## config.mk

```make
export PLATFORM = sky130hd
export DESIGN_NAME = spi_capture_ctrl
export DESIGN_NICKNAME = d
export VERILOG_FILES = /design/src/rtl/spi_ctrl_pkg.sv /design/src/rtl/spi_sclk_div.sv /design/src/rtl/spi_capture_ctrl.sv
export SDC_FILE = /design/constraint.sdc
export NUM_CORES = 1
export LEC_CHECK = 0
export CORE_AREA = 2 2 82 84
export CTS_CLUSTER_DIAMETER = 60
export DETAILED_ROUTE_END_ITERATION = 6
export DIE_AREA = 0 0 84 86
export PLACE_DENSITY = 0.59
export SLEW_MARGIN = 20
export SYNTH_ARGS = -nofsm -noshare
export SYNTH_HDL_FRONTEND = slang
export SYNTH_SLANG_ARGS = --single-unit
```

## constraint.sdc

```tcl
create_clock -name clk -period 4.2 [get_ports clk]
set_input_delay 0.84 -clock clk [delete_from_list [all_inputs] [get_ports clk]]
set_output_delay 0.84 -clock clk [all_outputs]
set_load 0.02 [all_outputs]
```

## src/rtl/spi_ctrl_pkg.sv

```systemverilog
// Shared types and default parameter values for the SPI capture controller.
// Contents:
//   DEF_*    default values for CLK_DIV, FRAME_BITS, DATA_BITS, SAMPLE_PERIOD
//   state_e  frame sequencer states
package spi_ctrl_pkg;

  localparam int unsigned DEF_CLK_DIV       = 4;
  localparam int unsigned DEF_FRAME_BITS    = 34;
  localparam int unsigned DEF_DATA_BITS     = 16;
  localparam int unsigned DEF_SAMPLE_PERIOD = 1024;

  typedef enum logic [2:0] {
    ST_IDLE,
    ST_SETUP,
    ST_SHIFT,
    ST_FINISH,
    ST_PUBLISH
  } state_e;

endpackage

```

## src/rtl/spi_sclk_div.sv

```systemverilog
// Serial clock divider: half-period tick generator and sclk toggle.
// Ports:
//   clk_i       system clock
//   rst_i       asynchronous active-high reset
//   run_i       high: divider counts; low: counter cleared, sclk low
//   hold_low_i  high: counter keeps running but sclk is held low, no strobes
//   sclk_o      registered serial clock
//   tick_o      last cycle of the current half period
//   rise_o      sclk goes 0->1 on the coming clock edge
//   fall_o      sclk goes 1->0 on the coming clock edge
module spi_sclk_div #(
  parameter int unsigned CLK_DIV = 4
) (
  input  logic clk_i,
  input  logic rst_i,
  input  logic run_i,
  input  logic hold_low_i,
  output logic sclk_o,
  output logic tick_o,
  output logic rise_o,
  output logic fall_o
);

  localparam int unsigned CW = (CLK_DIV > 1) ? $clog2(CLK_DIV) : 1;
  localparam logic [CW-1:0] CNT_MAX = CW'(CLK_DIV - 1);

  logic [CW-1:0] cnt_q;
  logic          sclk_q;

  assign tick_o = run_i && (cnt_q == CNT_MAX);
  assign rise_o = tick_o && !hold_low_i && !sclk_q;
  assign fall_o = tick_o && !hold_low_i &&  sclk_q;
  assign sclk_o = sclk_q;

  always_ff @(posedge clk_i or posedge rst_i) begin
    if (rst_i) begin
      cnt_q  <= '0;
      sclk_q <= 1'b0;
    end else if (!run_i) begin
      cnt_q  <= '0;
      sclk_q <= 1'b0;
    end else begin
      cnt_q <= tick_o ? '0 : cnt_q + 1'b1;
      if (hold_low_i) begin
        sclk_q <= 1'b0;
      end else if (tick_o) begin
        sclk_q <= ~sclk_q;
      end
    end
  end

endmodule

```

## src/rtl/spi_capture_ctrl.sv

```systemverilog
// Periodic SPI frame capture controller. Every SAMPLE_PERIOD clocks (while
// enabled) it runs one chip-select frame of FRAME_BITS sclk pulses, captures
// the leading DATA_BITS of miso MSB first and publishes them through a
// valid/ready register; samples that cannot be delivered set a sticky overrun.
// Ports:
//   clk, reset            system clock, asynchronous active-high reset
//   enable                run periodic captures
//   miso                  serial data from converter
//   sclk, cs              serial clock (idle low), chip select (active low)
//   sample_data/valid     captured sample and its valid flag
//   sample_ready          consumer handshake
//   clr_overrun, overrun  sticky dropped-sample flag and its clear
//   busy                  sequencer not idle
module spi_capture_ctrl
  import spi_ctrl_pkg::*;
#(
  parameter int unsigned CLK_DIV       = DEF_CLK_DIV,
  parameter int unsigned FRAME_BITS    = DEF_FRAME_BITS,
  parameter int unsigned DATA_BITS     = DEF_DATA_BITS,
  parameter int unsigned SAMPLE_PERIOD = DEF_SAMPLE_PERIOD
) (
  input  logic                 clk,
  input  logic                 reset,
  input  logic                 enable,
  input  logic                 miso,
  output logic                 sclk,
  output logic                 cs,
  output logic [DATA_BITS-1:0] sample_data,
  output logic                 sample_valid,
  input  logic                 sample_ready,
  input  logic                 clr_overrun,
  output logic                 overrun,
  output logic                 busy
);

  localparam int unsigned PW = (SAMPLE_PERIOD > 1) ? $clog2(SAMPLE_PERIOD) : 1;
  localparam int unsigned BW = $clog2(FRAME_BITS + 1);

  state_e                 state_q;
  logic [PW-1:0]          per_q, per_d;
  logic [BW-1:0]          bit_cnt_q;
  logic [DATA_BITS-1:0]   shift_q;
  logic [DATA_BITS-1:0]   data_q;
  logic                   valid_q, overrun_q, cs_q, busy_q;
  logic                   trigger, ovr_set;
  logic                   div_run, div_tick, sclk_rise, sclk_fall;

  // Period counter: free-runs while enabled, parked at 0 otherwise.
  assign trigger = enable && (per_q == PW'(SAMPLE_PERIOD - 1));

  always_comb begin
    per_d = per_q + 1'b1;
    if (!enable || trigger) begin
      per_d = '0;
    end
  end

  always_ff @(posedge clk or posedge reset) begin
    if (reset) begin
      per_q <= '0;
    end else begin
      per_q <= per_d;
    end
  end

  // FINISH keeps the divider counting so it times the tail, but sclk stays low.
  assign div_run = (state_q == ST_SETUP) || (state_q == ST_SHIFT) || (state_q == ST_FINISH);

  spi_sclk_div #(
    .CLK_DIV(CLK_DIV)
  ) u_sclk_div (
    .clk_i      (clk),
    .rst_i      (reset),
    .run_i      (div_run),
    .hold_low_i (state_q == ST_FINISH),
    .sclk_o     (sclk),
    .tick_o     (div_tick),
    .rise_o     (sclk_rise),
    .fall_o     (sclk_fall)
  );

  assign ovr_set = (trigger && (state_q != ST_IDLE)) ||
                   ((state_q == ST_PUBLISH) && valid_q && !sample_ready);

  always_ff @(posedge clk or posedge reset) begin
    if (reset) begin
      state_q   <= ST_IDLE;
      cs_q      <= 1'b1;
      busy_q    <= 1'b0;
      bit_cnt_q <= '0;
      shift_q   <= '0;
      data_q    <= '0;
      valid_q   <= 1'b0;
      overrun_q <= 1'b0;
    end else begin
      if (ovr_set) begin
        overrun_q <= 1'b1;
      end else if (clr_overrun) begin
        overrun_q <= 1'b0;
      end

      if (valid_q && sample_ready) begin
        valid_q <= 1'b0;
      end

      case (state_q)
        ST_IDLE: begin
          if (trigger) begin
            state_q   <= ST_SETUP;
            cs_q      <= 1'b0;
            busy_q    <= 1'b1;
            bit_cnt_q <= '0;
            shift_q   <= '0;
          end
        end
        ST_SETUP: begin
          if (sclk_rise) begin
            state_q <= ST_SHIFT;
          end
        end
        ST_SHIFT: begin
          // The falling edge after the last rising edge is the FINISH entry.
          if (sclk_fall && (bit_cnt_q == BW'(FRAME_BITS))) begin
            state_q <= ST_FINISH;
          end
        end
        ST_FINISH: begin
          if (div_tick) begin
            state_q <= ST_PUBLISH;
            cs_q    <= 1'b1;
          end
        end
        ST_PUBLISH: begin
          state_q <= ST_IDLE;
          busy_q  <= 1'b0;
          // Loading here overrides the handshake clear above.
          if (!valid_q || sample_ready) begin
            data_q  <= shift_q;
            valid_q <= 1'b1;
          end
        end
        default: begin
          state_q <= ST_IDLE;
          cs_q    <= 1'b1;
          busy_q  <= 1'b0;
        end
      endcase

      // The first rising edge is launched from SETUP, so capture by strobe.
      if (sclk_rise) begin
        bit_cnt_q <= bit_cnt_q + 1'b1;
        if (bit_cnt_q < BW'(DATA_BITS)) begin
          shift_q <= {shift_q[DATA_BITS-2:0], miso};
        end
      end
    end
  end

  assign cs           = cs_q;
  assign busy         = busy_q;
  assign sample_data  = data_q;
  assign sample_valid = valid_q;
  assign overrun      = overrun_q;

endmodule

```

; ---- After elaboration in Yosys (flattened, before gate mapping)
; Cells that the tools add are included.
[classes]
n_addsub = 3
mul = 0
div_mod_pow = 0
magnitude_cmp = 1
n_eq_ne = 12
n_shift = 0
n_mux = 28
n_bitwise = 3
reduce_logical = 32
[op_table]
columns = operator, n
row1 = $mux W16, 4
row2 = $mux W6, 3
row3 = $mux W3, 4
row4 = $pmux W3 S4, 1
row5 = $mux W1, 11
row6 = $add A10 B1 Y10 const B, 1
row7 = $eq A10 B10 Y1 const B, 1
row8 = $logic_and A1 B1 Y1, 10
row9 = $mux W10, 1
row10 = $add A6 B1 Y6 const B, 1
row11 = $eq A3 B2 Y1 const B, 2
row12 = $eq A6 B6 Y1 const B, 1
row13 = $lt A6 B5 Y1 const B, 1
row14 = $ne A2 B2 Y1 const B, 3
row15 = $reduce_and A2 Y1, 3
row16 = $reduce_bool A2 Y1, 3
row17 = $reduce_or A3 Y1, 2
row18 = $logic_not A1 Y1, 5
row19 = $logic_or A1 B1 Y1, 5
row20 = $mux W2, 2
row21 = $reduce_and A4 Y1, 1
row22 = $eq A3 B1 Y1 const B, 1
row23 = $eq A3 B3 Y1 const B, 1
row24 = $logic_not A3 Y1, 1
row25 = other kinds (9), 11
[totals]
reg_bits = 58
latch_bits = 0
ramBits = 0
rom_bits = 0
in_bits = 6
output_inout_bits = 21
word_cells = 90
mem_count = 0

; ---- Logic depth before layout (Yosys ltp)
; Gate-level depths: netlist of the first run.
[depth]
ltp_word = 9
depth_mapped = 7

; ---- Cells and area by module
; A second synthesis of the first run with hierarchy kept.
[unflattened]
cells_unflattened = 238
hier_area_um2 = 2587.5
[by_module_without_submodules]
columns = module, n_inst, cells_each, area_per_inst_um2
row1 = spi_capture_ctrl, 1, 225, 2431.1
row2 = spi_sclk_div, 1, 13, 156.4

; ---- Worst setup path before layout of the first run
; Ideal clock, no wire load.
[synth_path]
path_kind = input-to-reg
startpoint = input enable
endpoint = register bit_cnt_q[5]
arrival_ps = 1924
slack_ps = 2152
stages = 4
path_buffers = 0
path_cell_list = or4b_4 -> nor4_4 -> nor2_1 -> a211o_1
[synth_between]
elab_chain_cells = 3
[synth_lines]
columns = element, line
row1 = from (decl), spi_capture_ctrl.sv:24  ; input logic enable,
row2 = $logic_and A1 B1 Y1, spi_capture_ctrl.sv:49  ; assign trigger = enable && (per_q == PW'(SAMPLE_PERIOD - 1));
row3 = $reduce_bool A2 Y1 (no source line), -
row4 = $reduce_and A2 Y1 (no source line), -
row5 = to (signal assigned), spi_capture_ctrl.sv:151  ; bit_cnt_q <= bit_cnt_q + 1'b1;
row6 = to (decl), spi_capture_ctrl.sv:41  ; logic [BW-1:0] bit_cnt_q;
; No other way between the ends.
; A chain may end at the register's enable or synchronous reset.

; ---- Final worst setup path of the first run
; Ends and elaborated chain as after synthesis.

==> metrics, run 1 <==
capture point of the worst reg-to-reg path shift_q[15]; P&R area growth vs syn 20.8%; deepest clock path buffer count 2; chip width around 84 um; dpl cells around 290; CP cell instances clkdlybuf4s50_1, or4b_4, nor4_4, nor2_1, a211o_1; period utilization 58.2%; Worst Setup Slack, final around 1800 ps; Hold WS 450 ps; min Tclk post-route between 2000 and 2500 ps; final-report hold violation count 0; Worst slew margin between 30% and 40%; CTS buffer count 9; initial antenna violation count 0; Post-Synthesis Cell Area about 0.0025 sq mm; Sink Count 58; H-tree depth 3; IO Count 27; crit-path max cell delay between 500 and 600 ps; number of synthesized flops with an enable pin 0; LEAKAGE ~1.4 nW; Overflow after GRT 0; Main synth FF type dfrtp_1; Clock Latency Late Sink ~340 ps; dominant cell by count in the synthesized netlist dfrtp_1; worst hold endpoint u_sclk_div.cnt_q[0]; Finished Layout Cells between 300 and 400; fill cell count about 600; CP top delay family simple AND/OR/NAND/NOR gates; vias per cell 5.07; Max Cap Viol 0; first-pass GRT wire length about 7700 um; Post-CTS Setup Bufs 0; hold path start u_sclk_div.cnt_q[0]; Worst Path Required ~4400 ps; synth unique cells 40; Cells after Synth 199; R2R depth 5; crit path DAT approximately 2700 ps; async set-reset flop share out of synthesis 100%; Critical Path Source enable; synth cell count leaders dfrtp_1 (57), a22o_1 (17), mux2_2 (17), nor2_1 (16), nand3_1 (9); post-DR wirelength/cell approximately 14 um; final WL about 4400 um; CP Launch Type primary input; DP Wirelength approximately 2800 um; upper clock frequency limit just over 400 MHz; Place WS around 1400 ps; DR iter-0 viols 67; Synth Warn # 0; Synth area leaders dfrtp_1 (58%), mux2_2 (7.7%), a22o_1 (6.0%); top cell type's share of synthesized area between 50% and 60%; CP bufs+invs 1; RSZ-0062 raised after global routing no; hold buffer count at CTS 0; status finished clean; Core Rows 29; actual slew at the worst max-slew pin 939 ps; setup TNS 0 ps; vias in the first global route 1615; final setup violation count 0; gpl congestion 0.735; clock slew at reported path FFs around 70 ps; Crit Path Max Fanout 6; Synth area leader dfrtp_1; Net Count, Synth 209; Cell Pwr Density 375 mW/mm^2; largest net degree at the start of global routing 38; worst reg2reg setup slack approximately 1800 ps; endpoint class of the critical path register; Initial Utilization about two fifths; post-CTS sizing 0; register area share after synthesis about three fifths; die area 0.00722 sq mm; DRT Pass-1 Iters 4; Hold Crit Class register to register; Total GRT Usage approximately 14%; routed vias approximately 1600; area of the core 0.00628 sq mm; Detail Route Antenna Nets 0; #FFs+latches synth 58; final core occ 47.7%; die span in y 86 um; clock skew just under 9 ps; CTS root buf clkbuf_8; fraction of layout cells with a size suffix above 1 between 10% and 20%; synthesized area per cell around 12 sq um; PortBufs 26; # DRC 0; worst r2r src u_sclk_div.cnt_q[0]; Hold Path Depth 1; CTS tree built; crit path max-delay cell type clkdlybuf4s50_1; Max VDD drop between 0.15 and 0.2 mV; Slew Viols, Final 0; # nets final 238; n_diodes 0; Setup Crit Path Kind primary input to register
[per-layer routing]
layer / routed length, um / track usage (%) / vias up
li1: - / - / 771
met1: 2210 / 18.9 / 768
met2: 1920 / 19.4 / 24
met3: 153 / 4.52 / 10
met4: 110 / 8.36 / 0
met5: 0 / 0 / -
[cell families (layout without fill, tap and decap cells)]
| logic type | after synthesis | in the layout | synth area share, % |
|---|---|---|---|
| mux | 18 | 18 | 8.13 |
| flops | 58 | 58 | 58.6 |
| simple gates | 61 | 61 | 14.4 |
| compound gates | 30 | 30 | 9.59 |
| xor+xnor | 11 | 11 | 3.89 |
| buf+inv | 17 | 51 | 3.38 |
| fa+ha+maj | 4 | 4 | 2.02 |
[through the flow]
step,power (mW),instance area (sq um)
after global placement,0.614,2790
after detailed placement,0.615,2790
after floorplan,0.601,2480
final,1.12,2990
after global routing,1.18,2990
after CTS,1.14,2990
[state kept, by name, summed over array words and instances, names as in the netlist]
register / flops
bit_cnt_q: 6
busy: 1
cs: 1
overrun: 1
per_q: 10
sample_data: 16
sample_valid: 1
shift_q: 16
state_q: 3
u_sclk_div.cnt_q: 2
u_sclk_div.sclk_o: 1
[worst reg2reg max path: cells and delay by family, from the launching register on]
family	cells	cell delay, ps
simple gates	3	1330
fa+ha+maj	1	320
compound gates	1	280
flops	1	360
[placed cells by master (no fill, tap or decap), types with 2 or more instances in the layout]
master / synthesis / layout
dfrtp_1: 57 / 57
clkdlybuf4s50_1: 0 / 26
mux2_2: 17 / 17
a22o_1: 17 / 17
nor2_1: 16 / 16
clkbuf_8: 0 / 11
nand3_1: 9 / 9
nor3_1: 8 / 8
xnor2_1: 8 / 8
inv_1: 8 / 7
nand2_1: 6 / 6
o21ai_0: 4 / 4
ha_1: 4 / 4
nor4_1: 3 / 3
nand2b_1: 3 / 3
xor2_1: 3 / 3
nand4b_1: 2 / 2
and2_1: 2 / 2
a21oi_1: 2 / 2
and3_1: 2 / 2
clkinvlp_4: 0 / 2
[layout make-up]
class | instances | area (sq um) | share of cell area [%]
Clock buffer | 12 | 155 | 5.18
Clock inverter | 4 | 50.0 | 1.67
Inverter | 8 | 30.0 | 1.00
Multi-Input combinational cell | 124 | 942 | 31.5
Sequential cell | 58 | 1450 | 48.5
Tap cell | 77 | 96.3 | 3.22
Timing Repair Buffer | 27 | 268 | 8.94
[worst max-delay path by stage]
stage / endpoint / cells past startpoint
floorplan: bit_cnt_q[0] / 1
global placement: bit_cnt_q[5] / 5
detailed placement: bit_cnt_q[5] / 5
CTS: bit_cnt_q[5] / 5
global route: shift_q[9] / 5
finish: bit_cnt_q[5] / 5
[power breakdown]
part           switching (mW)  internal [mW]  total (mW)
Clock                   0.216          0.305       0.521
Combinational          0.0178         0.0127      0.0305
Sequential            0.00675          0.566       0.573
Total                   0.240          0.884        1.12
Note: power is estimated with default switching activity, not from simulation.
==> inputs of run 2 (changes only) <==
clock period = 2.4 ns   (was 4.2 ns; I/O delays follow)
==> metrics, run 2 (same netlist as run 1, synthesis figures left out) <==
crit-path max cell delay 670 ps (+100 ps); Detail Route Antenna Nets 0 (unchanged); Worst slew margin 56.0% (+19 points); Clock Latency Late Sink 330 ps (about the same); Max Cap Viol 0 (unchanged); CP bufs+invs 1 (unchanged); n_diodes 0 (unchanged); hold buffer count at CTS 0 (unchanged); dpl cells 300 (+2.0%); Hold WS 454 ps (+3.88 ps); chip width 84 um (unchanged); die span in y 86 um (unchanged); Reg area 0.00145 sq mm (unchanged); CP cell instances clkdlybuf4s50_1; H-tree depth 3 (unchanged); CTS root buf clkbuf_8; most frequent cells in the layout dfrtp_1 (57), clkdlybuf4s50_1 (26), mux2_2 (17), a22o_1 (17), nor2_1 (16); post-CTS sizing 0 (unchanged); CTS buffer count 9 (unchanged); crit path DAT 1510 ps (-1150 ps); DP Wirelength 2960 um (+5.0%); Slew Viols, Final 0 (unchanged); CTS tree built; CP top delay family buffers and inverters; Worst Path Required 1920 ps (-2500 ps); die area 0.00722 sq mm (unchanged); deepest clock path buffer count 2 (unchanged); final-report hold violation count 0 (unchanged); clock slew at reported path FFs 70 ps (about the same); post-DR wirelength/cell 14.3 um (+0.94%); Crit Path Max Fanout 8 (+2); final setup violation count 0 (unchanged); Initial Utilization 39.5% (unchanged); Overflow after GRT 0 (unchanged); Multi-input gate area 942 sq um (unchanged); RSZ-0062 raised after global routing no; commonest non-fill, non-tap cell in the layout dfrtp_1; first-pass GRT wire length 7900 um (+2.6%); status finished clean; Sink Count 58 (unchanged); Finished Layout Cells 316 (+1.9%); Total GRT Usage 14.3% (+0.35 points); clock skew 6.22 ps (-2.58 ps); Hold Crit Class register to register; Setup Crit Path Kind register to output pin; # DRC 0 (unchanged); routed vias 1644 (+4.5%); Post-CTS Setup Bufs 0 (unchanged); crit path max-delay cell type clkdlybuf4s50_1; Core Rows 29 (unchanged); CP Launch Type register; final WL 4520 um (+2.9%); IO Count 27 (unchanged); area of the core 0.00628 sq mm (unchanged); period utilization just over 80%; vias in the first global route 1621 (+0.37%); gpl congestion 0.750 (+2.1%); upper clock frequency limit 501 MHz; largest net degree at the start of global routing 40 (+5.3%); Max VDD drop 0.363 mV (+110%); worst reg2reg setup slack 480 ps (-1310 ps); min Tclk post-route ~2000 ps; DR iter-0 viols 88 (+31%); actual slew at the worst max-slew pin 660 ps (-279 ps); LEAKAGE 1.41 nW (+1.6%); setup TNS 0 ps (unchanged); endpoint class of the critical path output pin; P&R area growth vs syn 21.5%; initial antenna violation count 0 (unchanged); # nets final 244 (+2.5%); fill cell count 580 (-3.7%); vias per cell 5.20 (+2.5%); DRT Pass-1 Iters 4 (unchanged); Cell Pwr Density 605 mW/mm^2 (+61%); fraction of layout cells with a size suffix above 1 18.4% (+1.2 points); PortBufs 26 (unchanged)
[run 2: changes by cell type in the layout (fill, tap and decap cells not counted)]
cell / previous run / this run
buf_4: 1 / 6
clkbuf_1: 1 / 3
clkinv_2: 1 / 3
clkinvlp_4: 2 / 0
buf_12: 0 / 1
bufinv_16: 1 / 0
clkbuf_8: 11 / 10
[run 2: area by class of cell]
class                   count  share of cell area, %
well taps                  77                   3.20
clock buffers              13                   4.95
clock inverters             3                  0.499
multi-input cells         124                   31.3
flip-flops and latches     58                   48.3
inverters                   8                  0.998
repair buffers             33                   10.8
[run 2: final timing paths]
path,to,cells after the start,start
max reg2reg,bit_cnt_q[5],4,state_q[0]
min in group asynchronous,per_q[8],2,reset
max in group asynchronous,sample_data[1],3,reset
max,sclk,1,u_sclk_div.sclk_o
min,u_sclk_div.cnt_q[0],1,u_sclk_div.cnt_q[0]
min reg2reg,u_sclk_div.cnt_q[0],1,u_sclk_div.cnt_q[0]
[run 2: metal layers]
metal  global-route usage [%]  wire [um]  vias up
met5                        0          0        -
met4                     9.68        131        0
met3                     3.27         91       10
met2                     19.7       2020       23
met1                     20.0       2270      829
li1                         -          -      782
[run 2: stage by stage]
| step | setup WS [ps] | util, % | instance area, sq um | total power [mW] |
|---|---|---|---|---|
| 6_report | 406 | 48.0 | 3010 | 1.82 |
| 3_5_place_dp | 110 | 45.3 | 2850 | 1.08 |
| 4_1_cts | 380 | 48.0 | 3010 | 1.85 |
| 2_1_floorplan | 494 | - | 2480 | 1.05 |
| 5_1_grt | 334 | 48.0 | 3010 | 1.91 |
| 3_3_place_gp | 149 | 45.3 | 2850 | 1.08 |
[run 2: power breakdown]
part	internal [mW]	switching, mW
Clock	0.398	0.363
Sequential	0.991	0.0121
Combinational	0.0257	0.0319
==> inputs of run 3 (changes only) <==
PLACE_DENSITY = 0.61   (was 0.59)
clock period = 1.6 ns   (was 2.4 ns; I/O delays follow)
==> metrics, run 3 (same netlist as run 1, synthesis figures left out) <==
status finished with violations; violated checks negative setup slack; LEAKAGE 1.64 nW (+17%); PortBufs 26 (unchanged); CTS root buf clkbuf_8; Worst slew margin 73.7% (+18 points); final core occ 52.1% (+4.2 points); DRT Pass-1 Iters 4 (unchanged); chip width 84 um (unchanged); first-pass GRT wire length 8110 um (+2.6%); capture point of the worst reg-to-reg path bit_cnt_q[0]; endpoint class of the critical path register; die area 0.00722 sq mm (unchanged); Core Rows 29 (unchanged); area of the core 0.00628 sq mm (unchanged); clock slew at reported path FFs 70 ps (about the same); Critical Path Source state_q[2]; commonest non-fill, non-tap cell in the layout dfrtp_1; DR iter-0 viols 62 (-30%); Setup Crit Path Kind register to register; Sink Count 58 (unchanged); # nets final 269 (+10%); IO Count 27 (unchanged); CTS buffer count 9 (unchanged); Worst Path Required 1820 ps (-100 ps); Multi-input gate area 0.00100 sq mm (+6.2%); routed length on met3 172 um (+89%); largest net degree at the start of global routing 37 (-7.5%); die span in y 86 um (unchanged); Overflow after GRT 0 (unchanged); post-DR wirelength/cell 14.0 um (-1.9%); Power Total 2.90 mW (+59%); most frequent cells in the layout dfrtp_1 (57), buf_4 (29), dlygate4sd2_1 (21); end of the critical path bit_cnt_q[0]; crit path max-delay cell type or4b_4; dpl cell area 0.00304 sq mm (+6.9%); final setup violation count 22 (+22); fraction of layout cells with a size suffix above 1 29.3% (+11 points); # DRC 0 (unchanged); Max Cap Viol 0 (unchanged); Place WS -520 ps (-631 ps); Initial Utilization 39.5% (unchanged); Worst Setup Slack, final -104 ps (-510 ps); Clock Latency Late Sink 330 ps (about the same); Metal-1 WL 2290 um (+0.62%); crit path DAT 1920 ps (+410 ps); H-tree depth 3 (unchanged); CTS tree built; routed vias 1708 (+3.9%); Slew Viols, Final 0 (unchanged); deepest clock path buffer count 2 (unchanged); clock skew 12.2 ps (+5.98 ps); CP Launch Type register; min Tclk post-route approximately 1700 ps; Crit Path Max Fanout 6 (-2); actual slew at the worst max-slew pin 393 ps (-267 ps); RSZ-0062 raised after global routing yes; worst reg2reg setup slack -100 ps (-580 ps); R2R depth 5 (+1); gpl congestion 0.799 (+6.5%); Top Metal Used met4; CP cell instances or4b_4, nor4_4, buf_4, nor2_4, mux2_4; period utilization 106%; worst r2r src state_q[2]; final WL 4770 um (+5.6%); setup TNS -1640 ps (-1640 ps); initial antenna violation count 0 (unchanged); Hold Crit Class primary input to async pin; Max VDD drop 0.590 mV (+63%); Cell Pwr Density 886 mW/mm^2 (+47%); n_diodes 0 (unchanged); upper clock frequency limit roughly 590 MHz; vias in the first global route 1659 (+2.3%); met2 wire len 2240 um (+11%); fill cell count 565 (-2.6%); Reg area 0.00145 sq mm (unchanged); final-report hold violation count 0 (unchanged); DP Wirelength 3230 um (+8.9%); Total GRT Usage 14.5% (+0.25 points); Detail Route Antenna Nets 0 (unchanged); vias per cell 5.02 (-3.4%); crit-path max cell delay 560 ps (-110 ps); fin area 0.00327 sq mm (+8.7%); P&R area growth vs syn 32.0%
[run 3: cell count changes in the layout (fill, tap and decap cells not counted), sizes merged]
cell,before,now
clkinv,3,2
clkbuf,13,12
clkdlybuf4s50,26,5
inv,8,7
dlygate4sd2,0,21
bufinv,0,1
buf,7,32
clkinvlp,0,1
[run 3: worst max-delay path, delay by kind of cell (launching register included)]
family / cells / cell delay, ps
multiplexers: 1 / 270
AND/OR/NAND/NOR: 3 / 750
flip-flops: 1 / 400
buffers and inverters: 1 / 180
[run 3: layout make-up]
type | count | share of cell area [%]
inverter | 8 | 1.03
timing repair buffer | 58 | 15.4
sequential | 58 | 44.4
clock buffer | 12 | 4.44
tap | 77 | 2.94
multi-input combinational | 124 | 30.6
clock inverter | 3 | 1.22
[run 3: per-layer routing]
metal / up-vias / track usage (%)
met3: 5 / 5.10
met1: 846 / 20.2
met4: 0 / 6.60
met2: 33 / 20.4
met5: - / 0
li1: 824 / -
[run 3: worst min-delay path by stage]
stage                             start             endpoint
detailed placement  u_sclk_div.cnt_q[0]  u_sclk_div.cnt_q[0]
finish                            reset             per_q[5]
global route                      reset             per_q[5]
global placement    u_sclk_div.cnt_q[0]  u_sclk_div.cnt_q[0]
floorplan                         reset         bit_cnt_q[0]
CTS                               reset             per_q[5]
[run 3: per-stage QoR]
| step | std cells | hold slack (ps) |
|---|---|---|
| 2_1_floorplan | 199 | 413 |
| 3_3_place_gp | 324 | 430 |
| 3_5_place_dp | 324 | 438 |
| 4_1_cts | 340 | 270 |
| 5_1_grt | 340 | 279 |
| 6_report | 340 | 283 |
[run 3: power breakdown]
group / total [mW] / switching, mW / internal [mW]
Clock: 1.29 / 0.542 / 0.749
Combinational: 0.109 / 0.0558 / 0.0535
Sequential: 1.50 / 0.0143 / 1.49
[run 3: timing repair]
action	CTS	global route
setup endpoints to repair	55	50
pin swaps	3	3
buffers inserted	1	0
hold buffers	0	0
gates resized for setup	28	6
